[config.mk]
export PLATFORM = sky130hd
export DESIGN_NAME = deserializer_16
export DESIGN_NICKNAME = d
export VERILOG_FILES = /design/src/rtl/deser_pkg.sv /design/src/rtl/deser_out_buf.sv /design/src/rtl/deserializer_16.sv
export SDC_FILE = /design/constraint.sdc
export NUM_CORES = 1
export LEC_CHECK = 0
export BUFFER_PORTS_ARGS = -buffer_cell sky130_fd_sc_hd__buf_4
export CAP_MARGIN = 20
export CELL_PAD_IN_SITES_DETAIL_PLACEMENT = 1
export CELL_PAD_IN_SITES_GLOBAL_PLACEMENT = 1
export CORE_AREA = 2 2 64 66
export DETAILED_ROUTE_END_ITERATION = 10
export DIE_AREA = 0 0 66 68
export PLACE_DENSITY = 0.87
export REMOVE_ABC_BUFFERS = 1
export SYNTH_ARGS = -nofsm -noshare
export SYNTH_HDL_FRONTEND = slang
export SYNTH_SLANG_ARGS = --single-unit
[constraint.sdc]
create_clock -name clk -period 3.8 [get_ports clk]
set_input_delay 0.38 -clock clk [delete_from_list [all_inputs] [get_ports clk]]
set_output_delay 0.38 -clock clk [all_outputs]
set_load 0.02 [all_outputs]
[src/rtl/deser_pkg.sv]
// Shared definitions for the 16-bit serial link receiver.
//   state_e         : receiver FSM states (HUNT = waiting for alignment, SHIFT = assembling)
//   DESER_WIDTH_DEF : default frame width in bits
//   cnt_width()     : width of the bit counter for a given frame width
package deser_pkg;

  typedef enum logic {
    HUNT  = 1'b0,
    SHIFT = 1'b1
  } state_e;

  localparam int unsigned DESER_WIDTH_DEF = 16;

  function automatic int unsigned cnt_width(input int unsigned width);
    return (width > 2) ? $clog2(width) : 1;
  endfunction

endpackage

[src/rtl/deser_out_buf.sv]
// One-deep valid/ready holding register for assembled words.
// Ports:
//   clk, rst   : clock, synchronous active-high reset
//   load       : a new word is complete this cycle
//   load_data  : the completed word
//   out_ready  : consumer accepts out_data when out_valid && out_ready
//   out_data   : held word, stable while out_valid=1 and out_ready=0
//   out_valid  : register full
//   drop       : sticky; a completed word arrived while the register was full and not consumed
module deser_out_buf #(
  parameter int unsigned WIDTH = 16
) (
  input  logic             clk,
  input  logic             rst,
  input  logic             load,
  input  logic [WIDTH-1:0] load_data,
  input  logic             out_ready,
  output logic [WIDTH-1:0] out_data,
  output logic             out_valid,
  output logic             drop
);

  logic [WIDTH-1:0] data_q, data_d;
  logic             valid_q, valid_d;
  logic             drop_q, drop_d;

  always_comb begin
    data_d  = data_q;
    valid_d = valid_q;
    drop_d  = drop_q;
    if (load) begin
      if (!valid_q || out_ready) begin
        data_d  = load_data;
        valid_d = 1'b1;
      end else begin
        drop_d = 1'b1;
      end
    end else if (valid_q && out_ready) begin
      valid_d = 1'b0;
    end
  end

  always_ff @(posedge clk) begin
    if (rst) begin
      data_q  <= '0;
      valid_q <= 1'b0;
      drop_q  <= 1'b0;
    end else begin
      data_q  <= data_d;
      valid_q <= valid_d;
      drop_q  <= drop_d;
    end
  end

  assign out_data  = data_q;
  assign out_valid = valid_q;
  assign drop      = drop_q;

endmodule

[src/rtl/deserializer_16.sv]
// Receive end of the 16-bit serial link: samples an MSB-first bit stream one bit per clk
// and rebuilds WIDTH-bit words into a 1-deep valid/ready holding register.
// Ports:
//   clk, rst   : clock, synchronous active-high reset
//   ser_in     : serial data, sampled every posedge
//   sync       : high in the cycle ser_in carries a frame MSB
//   out_data   : assembled word (valid while out_valid=1)
//   out_valid  : holding register full
//   out_ready  : consumer handshake
//   overflow   : sticky, a completed word was dropped
//   sync_err   : 1-cycle pulse, sync arrived mid-frame and forced a realign
// Build option:
//   DESER_FREE_RUN_EN : alignment comes from reset release instead of sync; sync is ignored,
//                       sync_err stays 0, and FIRST_BIT_DELAY samples are skipped after reset.
module deserializer_16
  import deser_pkg::*;
#(
  parameter int unsigned WIDTH           = DESER_WIDTH_DEF,
  parameter int unsigned FIRST_BIT_DELAY = 1
) (
  input  logic             clk,
  input  logic             rst,
  input  logic             ser_in,
  input  logic             sync,
  output logic [WIDTH-1:0] out_data,
  output logic             out_valid,
  input  logic             out_ready,
  output logic             overflow,
  output logic             sync_err
);

  // The counter also times the free-run start delay, so size it for the larger of the two.
  localparam int unsigned MAXW = (WIDTH > FIRST_BIT_DELAY) ? WIDTH : FIRST_BIT_DELAY;
  localparam int unsigned CW   = cnt_width(MAXW);
  localparam logic [CW-1:0] LAST = CW'(WIDTH - 1);

  state_e           state_q, state_d;
  logic [CW-1:0]    cnt_q, cnt_d;
  // Holds the WIDTH-1 bits received before the completing bit, right-justified; the
  // completing bit goes straight from ser_in into the word, so the register never needs
  // to store a full word.
  logic [WIDTH-2:0] shift_q, shift_d;
  logic             sync_err_q, sync_err_d;
  logic             load;
  logic [WIDTH-1:0] load_data;

  assign load_data = {shift_q, ser_in};

`ifdef DESER_FREE_RUN_EN
  localparam logic [CW-1:0] DLY_LAST = CW'(FIRST_BIT_DELAY - 1);

  logic unused_sync;
  assign unused_sync = sync;

  always_comb begin
    state_d    = state_q;
    cnt_d      = cnt_q;
    shift_d    = shift_q;
    sync_err_d = 1'b0;
    load       = 1'b0;
    case (state_q)
      // HUNT counts the samples skipped after reset release.
      HUNT: begin
        if (cnt_q == DLY_LAST) begin
          state_d = SHIFT;
          cnt_d   = '0;
        end else begin
          cnt_d = cnt_q + CW'(1);
        end
      end
      SHIFT: begin
        shift_d = {shift_q[WIDTH-3:0], ser_in};
        if (cnt_q == LAST) begin
          cnt_d = '0;
          load  = 1'b1;
        end else begin
          cnt_d = cnt_q + CW'(1);
        end
      end
      default: state_d = HUNT;
    endcase
  end
`else
  always_comb begin
    state_d    = state_q;
    cnt_d      = cnt_q;
    shift_d    = shift_q;
    sync_err_d = 1'b0;
    load       = 1'b0;
    case (state_q)
      HUNT: begin
        if (sync) begin
          state_d = SHIFT;
          shift_d = {{(WIDTH-2){1'b0}}, ser_in};
          cnt_d   = CW'(1);
        end
      end
      SHIFT: begin
        if (sync && (cnt_q != '0)) begin
          // Mid-frame sync (including on the completing bit): drop the partial word and
          // restart the frame with this sample as its MSB.
          shift_d    = {{(WIDTH-2){1'b0}}, ser_in};
          cnt_d      = CW'(1);
          sync_err_d = 1'b1;
        end else begin
          shift_d = {shift_q[WIDTH-3:0], ser_in};
          if (cnt_q == LAST) begin
            cnt_d = '0;
            load  = 1'b1;
          end else begin
            cnt_d = cnt_q + CW'(1);
          end
        end
      end
      default: state_d = HUNT;
    endcase
  end
`endif

  always_ff @(posedge clk) begin
    if (rst) begin
      state_q    <= HUNT;
      cnt_q      <= '0;
      shift_q    <= '0;
      sync_err_q <= 1'b0;
    end else begin
      state_q    <= state_d;
      cnt_q      <= cnt_d;
      shift_q    <= shift_d;
      sync_err_q <= sync_err_d;
    end
  end

  assign sync_err = sync_err_q;

  deser_out_buf #(
    .WIDTH(WIDTH)
  ) u_out_buf (
    .clk       (clk),
    .rst       (rst),
    .load      (load),
    .load_data (load_data),
    .out_ready (out_ready),
    .out_data  (out_data),
    .out_valid (out_valid),
    .drop      (overflow)
  );

endmodule

==> flow_summary.json <==
{
  "endpoint_kind": "flop",
  "grt_pass1_vias": 1269,
  "crit_buf_inv": 1,
  "crit_fanout": 17,
  "path_cells": "inv_1 -> ha_1 -> nor3b_2 -> o21ai_0 -> o31ai_1",
  "p_leak_nw": 0.673,
  "viasPerCell": 5.27,
  "die_x_um": 66,
  "port_buffers": 23,
  "synth_top_area_share_pct": 45.8,
  "grt_pass1_wl_mm": 5.92,
  "num_io_pins": 24,
  "yosys.area.top_type": "dfxtp_1",
  "drive_above_1_share_pct": 18.7,
  "ys_seq_elements": 39,
  "place_area_mm2": 0.00186,
  "wire_per_inst_um": 14.2,
  "root_buffer": "clkbuf_8",
  "tns_ps": 0,
  "final_common_cell": "dfxtp_1",
  "numCtsBuffers": 5,
  "cts_resized": 0,
  "cts_sinks": 39,
  "netlist_area_mm2": 0.00170,
  "rsz0062_at_grt": "false",
  "wl_mm": 3.51,
  "ys.warnings.count": 0,
  "syn_to_final_growth_pct": 16.4,
  "r2r_slack_ps": 1710,
  "gp_congestion": 0.731,
  "grt_max_degree": 57,
  "startpoint_type": "flop",
  "dieHeight_um": 68,
  "drt_iter0_drc": 32,
  "drt_first_pass_iters": 4,
  "power_uw": 818,
  "synth_cell_type_count": 32,
  "post_cts_buffers": 0,
  "htreeDepth": 2,
  "grt.total_usage_pct": 17.5,
  "antenna_found_initial": 0,
  "grt-ovfl-total": 0,
  "clock_path_buffers": 2,
  "dp.cells": 240,
  "start_util_pct": 44.2,
  "rows": 23,
  "fmax_mhz": 478,
  "layout_common_cells": "dfxtp_1 (39), nand2b_1 (34), buf_4 (24)",
  "coreArea_mm2": 0.00386,
  "critPathKind": "reg -> reg",
  "ctsHoldBuffers": 0,
  "peakVddDrop_mv": 0.261,
  "cts_tree": "built",
  "status": "completed",
  "clk_pin_slew_worst_paths_ps": 70,
  "slew_headroom_pct": 30.8,
  "worstMarginPinSlew_ps": 1030,
  "power_density_mw_per_mm2": 413,
  "hold_violations": 0,
  "nets": 204,
  "holdCritPathClass": "in -> reg",
  "detail-route-antenna-nets": 0,
  "crit_family": "simple AND/OR/NAND/NOR gates",
  "fin_skew_ps": 3.67,
  "min_period_ps": 2090,
  "cpPeakStageDelay_ps": 830,
  "fin_crit_sh_pct": 55.1,
  "synth.avg_cell_area_um2": 9.51,
  "vias": 1308,
  "synth_cells": 179,
  "setup_violations": 0,
  "ys_seq_area_share_pct": 45.8,
  "drc_errors": 0,
  "antenna_cells": 0,
  "final_cells": 248,
  "ys_top_cells_by_area": "dfxtp_1 (46%), nand2b_1 (12%), mux2i_1 (9.4%)",
  "hold_ws_ps": 373,
  "finish.instance_area_mm2": 0.00198,
  "required_ps": 4010,
  "maxCapViolCount": 0,
  "dp_hpwl_mm": 2.33,
  "die-area_mm2": 0.00449,
  "final_max_slew_viol_count": 0,
  "clk_latency_ps": 290,
  "cp_slowest_cell": "nor3b_2",
  "cp.arrival_ps": 2300
}
sequential cells by signal (all words and copies together), names as in the netlist:
register and count:
sync_err 1, u_out_buf.out_valid 1, cnt_q 4, u_out_buf.drop 1
shift_q 15, u_out_buf.out_data 16, state_q 1
metrics by stage:
stage          utilization [%]  setup slack [ps]
2_1_floorplan                -              1790
3_3_place_gp              48.3              1870
3_5_place_dp              48.3              1760
4_1_cts                   51.4              1760
5_1_grt                   51.4              1480
6_report                  51.4              1710
worst register-to-register path, stage by stage, from the launching register on:
cell and delay (ps):
dfxtp_1 350, inv_1 90, ha_1 170, nor3b_2 830, o21ai_0 290, o31ai_1 280
metal layers:
metal | track usage [%] | wire length [um] | up-vias
li1 | - | - | 652
met1 | 20.0 | 1550 | 627
met2 | 30.8 | 1780 | 23
met3 | 5.26 | 122 | 6
met4 | 7.14 | 53 | 0
met5 | 0 | 0 | -
worst paths after layout:
path / start / end / cells after the start
worst max-delay path: cnt_q[0]$_SDFFE_PP0P_ / cnt_q[3]$_SDFFE_PP0P_ / 5
worst min-delay path: ser_in / shift_q[0]$_SDFFE_PP0P_ / 3
worst max register to register: cnt_q[0]$_SDFFE_PP0P_ / cnt_q[3]$_SDFFE_PP0P_ / 5
worst min register to register: u_out_buf.drop$_SDFFE_PP0P_ / u_out_buf.drop$_SDFFE_PP0P_ / 2
cell families after synthesis:
| family | count (synthesis) | share of synthesized area (%) |
|---|---|---|
| DFF | 39 | 45.8 |
| muxes | 16 | 9.40 |
| adders and majority gates | 2 | 1.47 |
| and+or+nand+nor | 62 | 22.1 |
| buffers and inverters | 17 | 5.66 |
| AOI/OAI and AO/OA | 43 | 15.5 |
cells in the mapped netlist, drive strengths merged:
cell,instances
a211o,1
nand2b,34
nor3b,1
clkbuf,4
and3,1
nor2,2
ha,2
a31oi,1
o22ai,1
nand2,18
dfxtp,39
or3,1
o21a,1
or4,1
inv,3
o21ai,2
a21oi,21
o211ai,15
mux2i,16
o31ai,1
nand3,1
nand3b,1
nor4b,2
clkinv,1
buf,9
where the power goes:
group / internal, mW / switching [mW]
logic: 0.0148 / 0.0281
registers: 0.412 / 0.00674
clock network: 0.212 / 0.144
area by class of cell:
type / instances / area, um^2
Clock buffer: 6 / 82.6
Clock inverter: 2 / 35.0
Fill cell: 453 / 1870
Inverter: 4 / 15.0
Multi-Input combinational cell: 123 / 826
Sequential cell: 39 / 781
Tap cell: 50 / 62.6
Timing Repair Buffer: 24 / 180
Power figures use the tool's default switching activity.
